--- config.mk ---
export PLATFORM = sky130hd
export DESIGN_NAME = uart_tx_queue
export DESIGN_NICKNAME = d
export VERILOG_FILES = /design/src/rtl/uart_pkg.sv /design/src/rtl/sync_fifo.sv /design/src/rtl/uart_tx_queue.sv
export SDC_FILE = /design/constraint.sdc
export NUM_CORES = 1
export LEC_CHECK = 0
export CORE_MARGIN = 4
export CORE_UTILIZATION = 30
export CTS_CLUSTER_DIAMETER = 80
export DETAILED_ROUTE_END_ITERATION = 8
export GPL_ROUTABILITY_DRIVEN = 0
export PLACE_DENSITY = 0.43
export SLEW_MARGIN = 15
export SYNTH_ARGS = -nofsm -noshare
export SYNTH_HDL_FRONTEND = slang
export SYNTH_HIERARCHICAL = 1
export SYNTH_SLANG_ARGS = --single-unit
--- constraint.sdc ---
create_clock -name clk -period 4.35 [get_ports clk]
set_input_delay 1.0875 -clock clk [delete_from_list [all_inputs] [get_ports clk]]
set_output_delay 1.0875 -clock clk [all_outputs]
set_load 0.02 [all_outputs]
--- src/rtl/uart_pkg.sv ---
// Shared definitions for the uart transmit queue: FSM state encodings and
// the default board-level uart constants.
package uart_pkg;

  typedef enum logic [1:0] {
    IDLE       = 2'd0,
    WAIT_START = 2'd1,
    WAIT_DONE  = 2'd2,
    GAP        = 2'd3
  } tx_state_e;

  localparam int unsigned BAUD    = 32'd9600;
  localparam int unsigned SYS_CLK = 32'd12000000;

endpackage

--- src/rtl/sync_fifo.sv ---
// Synchronous byte FIFO with a registered look-ahead head. The storage array
// has no reset so it can map onto block RAM; the head register always holds
// the entry the next pop will return, bypassing the array when that entry is
// being written in the same cycle.
module sync_fifo #(
  parameter int WIDTH      = 8,
  parameter int DEPTH_LOG2 = 4
) (
  input  logic                  clk,
  input  logic                  rst_n,
  input  logic                  push,
  input  logic [WIDTH-1:0]      push_data,
  input  logic                  pop,
  input  logic                  flush,
  output logic [WIDTH-1:0]      head,
  output logic                  full,
  output logic                  empty,
  output logic [DEPTH_LOG2:0]   count,
  output logic                  overflow
);

  localparam int DEPTH = 1 << DEPTH_LOG2;

  logic [WIDTH-1:0]      mem [DEPTH];
  logic [DEPTH_LOG2-1:0] wr_ptr;
  logic [DEPTH_LOG2-1:0] rd_ptr;
  logic [DEPTH_LOG2-1:0] rd_ptr_next;
  logic                  wr_en;
  logic                  rd_en;

  assign full  = (count == (DEPTH_LOG2+1)'(DEPTH));
  assign empty = (count == (DEPTH_LOG2+1)'(0));

  // Qualify push/pop; a push into a full queue is accepted only alongside a pop.
  always_comb begin
    rd_en       = 1'b0;
    wr_en       = 1'b0;
    rd_ptr_next = rd_ptr;
    if (pop && !empty && !flush) begin
      rd_en       = 1'b1;
      rd_ptr_next = rd_ptr + 1'b1;
    end else begin
      rd_en       = 1'b0;
      rd_ptr_next = rd_ptr;
    end
    if (push && !flush && (!full || rd_en)) begin
      wr_en = 1'b1;
    end else begin
      wr_en = 1'b0;
    end
  end

  // Storage write port, deliberately without reset.
  always_ff @(posedge clk) begin
    if (wr_en) begin
      mem[wr_ptr] <= push_data;
    end
  end

  // Look-ahead head: next entry to pop, taken from the bypass when it is the slot being written.
  always_ff @(posedge clk or negedge rst_n) begin
    if (!rst_n) begin
      head <= '0;
    end else if (wr_en && (wr_ptr == rd_ptr_next)) begin
      head <= push_data;
    end else begin
      head <= mem[rd_ptr_next];
    end
  end

  // Pointers, occupancy and sticky overflow; flush clears all of them.
  always_ff @(posedge clk or negedge rst_n) begin
    if (!rst_n) begin
      wr_ptr   <= '0;
      rd_ptr   <= '0;
      count    <= '0;
      overflow <= 1'b0;
    end else if (flush) begin
      wr_ptr   <= '0;
      rd_ptr   <= '0;
      count    <= '0;
      overflow <= 1'b0;
    end else begin
      rd_ptr <= rd_ptr_next;
      if (wr_en) begin
        wr_ptr <= wr_ptr + 1'b1;
      end
      case ({wr_en, rd_en})
        2'b10:   count <= count + 1'b1;
        2'b01:   count <= count - 1'b1;
        default: count <= count;
      endcase
      if (push && full && !rd_en) begin
        overflow <= 1'b1;
      end
    end
  end

endmodule

--- src/rtl/uart_tx_queue.sv ---
// Byte queue in front of the uart transmitter: buffers bytes pushed by the
// monitor and issues one transmit pulse per byte, each only after the
// previous frame has finished plus an idle gap.
module uart_tx_queue
  import uart_pkg::*;
#(
  parameter int DEPTH_LOG2 = 4,
  parameter int GAP_CYCLES = 1
) (
  input  logic                  clk,
  input  logic                  rst_n,
  input  logic                  push,
  input  logic [7:0]            push_data,
  input  logic                  flush,
  output logic                  full,
  output logic                  empty,
  output logic [DEPTH_LOG2:0]   count,
  output logic                  overflow,
  output logic                  busy,
  output logic                  transmit,
  output logic [7:0]            tx_byte,
  input  logic                  is_transmitting
);

  localparam logic [7:0] GAP_INIT = (GAP_CYCLES > 0) ? 8'(GAP_CYCLES - 1) : 8'd0;

  tx_state_e  state;
  tx_state_e  next_state;
  logic       pop;
  logic [7:0] head;
  logic [7:0] gap_cnt;

  sync_fifo #(
    .WIDTH      (8),
    .DEPTH_LOG2 (DEPTH_LOG2)
  ) u_fifo (
    .clk       (clk),
    .rst_n     (rst_n),
    .push      (push),
    .push_data (push_data),
    .pop       (pop),
    .flush     (flush),
    .head      (head),
    .full      (full),
    .empty     (empty),
    .count     (count),
    .overflow  (overflow)
  );

  assign busy = (state != IDLE) || !empty;

  // Next-state logic; a pop is requested only from IDLE with the uart quiet.
  always_comb begin
    next_state = state;
    pop        = 1'b0;
    case (state)
      IDLE: begin
        if (!empty && !is_transmitting && !flush) begin
          pop        = 1'b1;
          next_state = WAIT_START;
        end else begin
          next_state = IDLE;
        end
      end
      WAIT_START: begin
        if (is_transmitting) begin
          next_state = WAIT_DONE;
        end else begin
          next_state = WAIT_START;
        end
      end
      WAIT_DONE: begin
        if (!is_transmitting) begin
          next_state = (GAP_CYCLES == 0) ? IDLE : GAP;
        end else begin
          next_state = WAIT_DONE;
        end
      end
      GAP: begin
        if (gap_cnt == 8'd0) begin
          next_state = IDLE;
        end else begin
          next_state = GAP;
        end
      end
      default: next_state = IDLE;
    endcase
  end

  // State register, registered transmit pulse / byte, and the gap down-counter.
  always_ff @(posedge clk or negedge rst_n) begin
    if (!rst_n) begin
      state    <= IDLE;
      transmit <= 1'b0;
      tx_byte  <= 8'h00;
      gap_cnt  <= 8'd0;
    end else begin
      state    <= next_state;
      transmit <= pop;
      if (pop) begin
        tx_byte <= head;
      end
      if ((state == WAIT_DONE) && (next_state == GAP)) begin
        gap_cnt <= GAP_INIT;
      end else if ((state == GAP) && (gap_cnt != 8'd0)) begin
        gap_cnt <= gap_cnt - 8'd1;
      end
    end
  end

endmodule

=== Word level (Yosys, flattened, before mapping) ===
Memories as Yosys holds them, arrays and structs flattened. A register that Yosys moved wholly into a read port is not among the register bits.
Index checks and enable logic that the tools add are counted.

* Eq/ne operators: 7
* $add $sub $neg: 5
* Mux-type cells: 21
* Reductions and logical operators: 27

{| class="wikitable"
|+ Operators by type and width
! operator !! number
|-
| $mux W4 || 4
|-
| $mux W8 || 2
|-
| $logic_and A1 B1 Y1 || 10
|-
| $mux W1 || 10
|-
| $pmux W5 S2 || 1
|-
| $add A4 B1 Y4 const B || 2
|-
| $eq A2 B2 Y1 const B || 4
|-
| $logic_not A8 Y1 || 1
|-
| $pmux W2 S4 || 1
|-
| $reduce_bool A2 Y1 || 4
|-
| $reduce_bool A8 Y1 || 1
|-
| $sub A8 B1 Y8 const B || 1
|-
| $logic_not A1 Y1 || 6
|-
| $add A5 B1 Y5 const B || 1
|-
| $eq A5 B5 Y1 const B || 1
|-
| $logic_not A5 Y1 || 1
|-
| $mux W5 || 1
|-
| $sub A5 B1 Y5 const B || 1
|-
| $eq A2 B1 Y1 const B || 2
|-
| $mux W2 || 2
|-
| $reduce_bool A3 Y1 || 1
|-
| $logic_not A2 Y1 || 1
|-
| $logic_or A1 B1 Y1 || 2
|}

* Bits in registers: 33
* Memories: 1
* RAM bits: 128
* Word-level logic and storage cells: 69
* Output and inout bits: 18
* Bits of input ports: 13

{| class="wikitable"
|+ Memory list
! memory !! depth !! bits a word !! read ports !! clocked after Yosys merged registers in !! wr ports !! line !! source
|-
| u_fifo.mem || 16 || 8 || 1 || 1 || 1 || sync_fifo.sv:24 || <nowiki>logic [WIDTH-1:0] mem [DEPTH];</nowiki>
|}

=== Depth between registers and ports, before layout ===
* Word-level depth: 15
* Mapped depth: 17
* Depth with buffers taken out: 16

=== By module ===
The synthesis kept the hierarchy.

{| class="wikitable"
|+ Modules (own cells, without submodules)
! module !! seq. area each (µm²) !! instances !! area an instance (µm²) !! cells each
|-
| sync_fifo || 4394.2 || 1 || 7194.4 || 574
|-
| uart_tx_queue || 475.5 || 1 || 913.4 || 78
|}

=== Least setup slack after synthesis ===
OpenSTA, ideal clock, no wires.

* Path kind: reg-to-reg
* From: reg u_fifo.count[4]
* To: reg u_fifo.count[4]
* Data required time: 4.267 ns
* Library setup time: 0.083 ns
* Period minus slack after synthesis: 3.823 ns
* Path buffers: 1
* Path slack: 0.527 ns
* Arrival: 3.739 ns
* Stages on the path, launching flop included: 17
* Cell sequence: dfrtp_1 clkbuf_1 nor2_1 nor2_1 nand2_1 nor2_2 and2b_1 o21ai_4 nor2_1 inv_1 fa_1 inv_1 a21o_1 a21oi_1 xnor2_1 mux2_2 o22ai_1

* Cells in the longest elaborated chain, start to end: 15
* Elaborated cells between the ends (all ways): 21
* Those cells by class: add/sub (2); eq/ne (3); mux (6); reduce/logical (10)

{| class="wikitable"
|+ Ends and longest elaborated chain
! element !! line !! source
|-
| start: declaration || sync_fifo.sv:18 || <nowiki>output logic [DEPTH_LOG2:0] count,</nowiki>
|-
| start signal: assignment || sync_fifo.sv:89 || <nowiki>2'b10: count <= count + 1'b1;</nowiki>
|-
| start signal: assignment || sync_fifo.sv:90 || <nowiki>2'b01: count <= count - 1'b1;</nowiki>
|-
| start signal: assignment || sync_fifo.sv:91 || <nowiki>default: count <= count;</nowiki>
|-
| $logic_not A5 Y1 * || sync_fifo.sv:32 || <nowiki>assign empty = (count == (DEPTH_LOG2+1)'(0));</nowiki>
|-
| net empty || uart_tx_queue.sv:16 || <nowiki>output logic empty,</nowiki>
|-
| $logic_not A1 Y1 * || uart_tx_queue.sv:58 || <nowiki>if (!empty && !is_transmitting && !flush) begin</nowiki>
|-
| $logic_and A1 B1 Y1 * (2 in a row) || uart_tx_queue.sv:58 ||
|-
| $mux W1 * || uart_tx_queue.sv:58 ||
|-
| $mux W1 * || uart_tx_queue.sv:56 || <nowiki>case (state)</nowiki>
|-
| net pop || uart_tx_queue.sv:29 || <nowiki>logic pop;</nowiki>
|-
| $logic_and A1 B1 Y1 * (2 in a row) || sync_fifo.sv:39 || <nowiki>if (pop && !empty && !flush) begin</nowiki>
|-
| $mux W1 * || sync_fifo.sv:39 ||
|-
| $logic_or A1 B1 Y1 || sync_fifo.sv:46 || <nowiki>if (push && !flush && (!full || rd_en)) begin</nowiki>
|-
| $logic_and A1 B1 Y1 || sync_fifo.sv:46 ||
|-
| $mux W1 || sync_fifo.sv:46 ||
|-
| $eq A2 B1 Y1 or $eq A2 B2 Y1 (tied branches) || sync_fifo.sv:88 || <nowiki>case ({wr_en, rd_en})</nowiki>
|-
| $pmux W5 S2 || sync_fifo.sv:88 ||
|-
| $mux W5 || sync_fifo.sv:78 || <nowiki>end else if (flush) begin</nowiki>
|}

The timed path passes the listed nets; every way through them passes the cells marked *.
A chain may end at the register's enable or synchronous reset.

=== Worst setup path after layout ===
* From: reg u_fifo.count[1]
* To: reg u_fifo.head[1], read port of u_fifo.mem

* Cells in the longest elaborated chain, start to end: 9

{| class="wikitable"
|+ Ends and longest elaborated chain
! element !! line !! source
|-
| $logic_not A5 Y1 || sync_fifo.sv:32 ||
|-
| $logic_not A1 Y1 || uart_tx_queue.sv:58 ||
|-
| $logic_and A1 B1 Y1 (2 in a row) || uart_tx_queue.sv:58 ||
|-
| $mux W1 || uart_tx_queue.sv:58 ||
|-
| $mux W1 || uart_tx_queue.sv:56 ||
|-
| net pop || uart_tx_queue.sv:29 ||
|-
| $logic_and A1 B1 Y1 (2 in a row) || sync_fifo.sv:39 ||
|-
| $mux W4 || sync_fifo.sv:39 ||
|-
| end: declaration || sync_fifo.sv:15 || <nowiki>output logic [WIDTH-1:0] head,</nowiki>
|}

The timed path passes the listed nets, and every way through them passes these cells.

==> results.sh <==
export IMPL_crit_buf_inv=2
export IMPL_nNetsFinal=722
export IMPL_layout_min_cycle_time_ps=3940
export IMPL_crit_family="simple AND/OR/NAND/NOR gates"
export IMPL_synth_ff_type="edfxtp_1"
export IMPL_fin_util_pct=35.9
export IMPL_reg2reg_from="u_fifo/count[1]$_DFFE_PN0P_"
export IMPL_drt_total_wl_um=22600
export IMPL_n_antenna_cell=0
export IMPL_cts_htree_levels=4
export IMPL_synth_edf_count=128
export IMPL_hold_viol=0
export IMPL_first_pass_iters=5
export IMPL_drc=0
export IMPL_wl_per_cell_um=21.6
export IMPL_path_clk_slew_ps=70
export IMPL_fmax_mhz=254
export IMPL_design_core_area_mm2=0.0264
export IMPL_drv_slew=0
export IMPL_leakagePower_nw=3.42
export IMPL_final_setup_tns_ps=0
export IMPL_max_slew_worst_pin_slew_ps=973
export IMPL_hpwl_um=15500
export IMPL_path_cells="or4_1 -> nor2_1 -> nor2_1 -> nand2_1 -> nor2_2 -> and2b_1 -> buf_4 -> o211ai_2 -> and2_1 -> buf_4 -> o21ai_0 -> o21ai_0 -> a41oi_1"
export IMPL_ys_ff_latch=169
export IMPL_worstHoldPathType="reg2reg"
export IMPL_clock_latency_ps=430
export IMPL_area_growth_pct=16.7
export IMPL_start_util_pct=30.8
export IMPL_critPathMaxFanout=14
export IMPL_crit_slowest_cell="and2_1"
export IMPL_grt_max_degree=42
export IMPL_synth_area_mm2=0.00811
export IMPL_syn_avg_cell_area_um2=12.4
export IMPL_fin_worst_skew_ps=11.0
export IMPL_final_layout_size_suffix_gt1_share_pct=15.5
export IMPL_hp_start="u_fifo/overflow$_DFFE_PN0P_"
export IMPL_async_flop_share_pct=24.3
export IMPL_synthCells=652
export IMPL_grt_pass1_wl_um=34200
export IMPL_seq_area_frac_synth_pct=60.1
export IMPL_fp_row_count=59
export IMPL_irDropWorstVdd_mv=0.235
export IMPL_die_area_mm2=0.0297
export IMPL_ctsLongestPathBuffers=2
export IMPL_grt_ovfl_total=0
export IMPL_postLayoutCellArea_mm2=0.00946
export IMPL_ioPinCount=31
export IMPL_crit_required_ps=4630
export IMPL_grt_pass1_vias=5393
export IMPL_root_buffer="clkbuf_16"
export IMPL_via_per_inst=5.27
export IMPL_die_h_um=172
export IMPL_place_area_mm2=0.00889
export IMPL_cts_sinks=169
export IMPL_critical_path_class="reg2reg"
export IMPL_rsz0062_at_grt="no"
export IMPL_slew_limit_headroom_pct=34.6
export IMPL_syn_nets=676
export IMPL_cts_inserted_buffers=17
export IMPL_dieWidth_um=172
export IMPL_fillers=2519
export IMPL_via_count=5514
export IMPL_grtUsageTotal_pct=15.6
export IMPL_drtIter0Drc=512
export IMPL_antenna_found_initial=1
export IMPL_startpoint_type="flop"
export IMPL_cts_tree="built"
export IMPL_cpPeakStageDelay_ps=620
export IMPL_critPathLaunch="u_fifo/count[1]$_DFFE_PN0P_"
export IMPL_synth_warnings=6
export IMPL_postCtsSetupRepairBufs=0
export IMPL_port_buffers=30
export IMPL_status="completed"
export IMPL_cp_arrival_ps=4220
export IMPL_cp_end_kind="flop"
export IMPL_power_density_mw_per_mm2=432
export IMPL_post_route_period_util_pct=90.5
export IMPL_finalSetupViolCount=0
export IMPL_cap_violations=0
export IMPL_ant_nets=0
export IMPL_yosysUniqueCellTypes=72
==> path summary, 6_finish.rpt <==
path                                                to  slack [ps]  cells after the start
max in group asynchronous   u_fifo/rd_ptr[0]$_DFF_PN0_        3250                      1
max reg2reg                   u_fifo/head[1]$_DFF_PN0_         410                     13
min in group asynchronous  u_fifo/count[2]$_DFFE_PN0P_         660                      1
max                           u_fifo/head[1]$_DFF_PN0_         410                     13
min reg2reg                u_fifo/overflow$_DFFE_PN0P_         500                      2
min                        u_fifo/overflow$_DFFE_PN0P_         500                      2
==> report_power, final <==
group | switching, mW | internal (mW)
sequential | 0.113 | 1.84
combinational | 0.372 | 0.306
clock | 0.699 | 0.754
total | 1.18 | 2.90
==> timing repair <==
item                                    4_1_cts  5_1_grt
endpoints found under the setup margin        0        1
resized for setup                             0        1
hold buffers                                  0        0
==> through the flow <==
| step | std cells | hold WS (ps) | power [mW] | setup slack, ps |
|---|---|---|---|---|
| 6_report | 1046 | 503 | 4.09 | 413 |
| 5_1_grt | 1046 | 521 | 4.29 | 139 |
| 4_1_cts | 1046 | 505 | 4.14 | 167 |
| 3_5_place_dp | 1014 | 490 | 2.68 | -164 |
| 3_3_place_gp | 1014 | 464 | 2.67 | -219 |
| 2_1_floorplan | 652 | 454 | 2.42 | 527 |
==> sequential cells by signal, summed over array words and instances, names as in the netlist <==
signal	cells
u_fifo/mem	128
gap_cnt	8
tx_byte	8
u_fifo/head	8
u_fifo/count	5
u_fifo/rd_ptr	4
u_fifo/wr_ptr	4
state	2
transmit	1
u_fifo/overflow	1
==> Yosys cell counts, types with 9 or more instances <==
cell	instances	area, µm²
edfxtp_1	128	3840
o221ai_1	9	78.8
mux2i_1	28	280
o22ai_1	14	87.6
ha_1	10	125
xnor2_1	10	87.6
nor2_1	37	139
nand2_1	90	338
dfrtp_1	41	1030
a21oi_1	28	140
o21ai_0	27	135
and2_1	9	56.3
buf_2	11	55.1
mux2_2	12	135
clkbuf_1	16	60.1
a221oi_1	16	140
inv_1	17	63.8
nand3_1	23	115
==> cells by family after synthesis <==
family	after synthesis	share of synthesized area (%)
buf+inv	54	3.10
fa+ha+maj	11	1.79
flops	169	60.1
mux	48	7.35
compound gates	139	12.3
xor+xnor	21	2.69
simple gates	210	12.7
==> area by class of cell <==
| cell class | count | area [µm²] | share of cell area, % |
|---|---|---|---|
| clock buffers | 17 | 425 | 4.50 |
| clock inverters | 15 | 139 | 1.47 |
| inverters | 17 | 63.8 | 0.675 |
| multi-input cells | 429 | 2990 | 31.6 |
| flip-flops and latches | 169 | 4870 | 51.5 |
| well taps | 335 | 419 | 4.43 |
| repair buffers | 64 | 553 | 5.85 |
==> tightest hold or removal path, delay by kind of cell (launching register included) <==
kind               cells  cell delay, ps
AOI/OAI and AO/OA      1              40
and+or+nand+nor        1              70
DFF                    1             350
==> per-layer routing <==
metal | share of wire, % | track usage, % | vias up
li1 | - | - | 2571
met5 | 0.035 | 0 | -
met3 | 4.9 | 3.25 | 25
met2 | 47 | 25.2 | 170
met1 | 46 | 21.5 | 2746
met4 | 1.5 | 3.93 | 2
==> layout by cell type (no fill, tap or decap), types with 8 or more instances in the layout <==
master,n
ha_1,10
xnor2_1,10
dfrtp_1,40
mux2i_1,28
o22ai_1,14
edfxtp_1,128
and2_1,9
clkbuf_16,17
a221oi_1,16
nor3_1,8
xor2_1,8
nor2_1,37
mux4_2,8
buf_4,35
nand4_1,8
a21oi_1,28
nand3_1,23
o21ai_0,26
and3_1,8
mux2_2,12
clkdlybuf4s50_1,29
nand2_1,90
o221ai_1,9
inv_1,17
(Power assumes the default switching activity.)
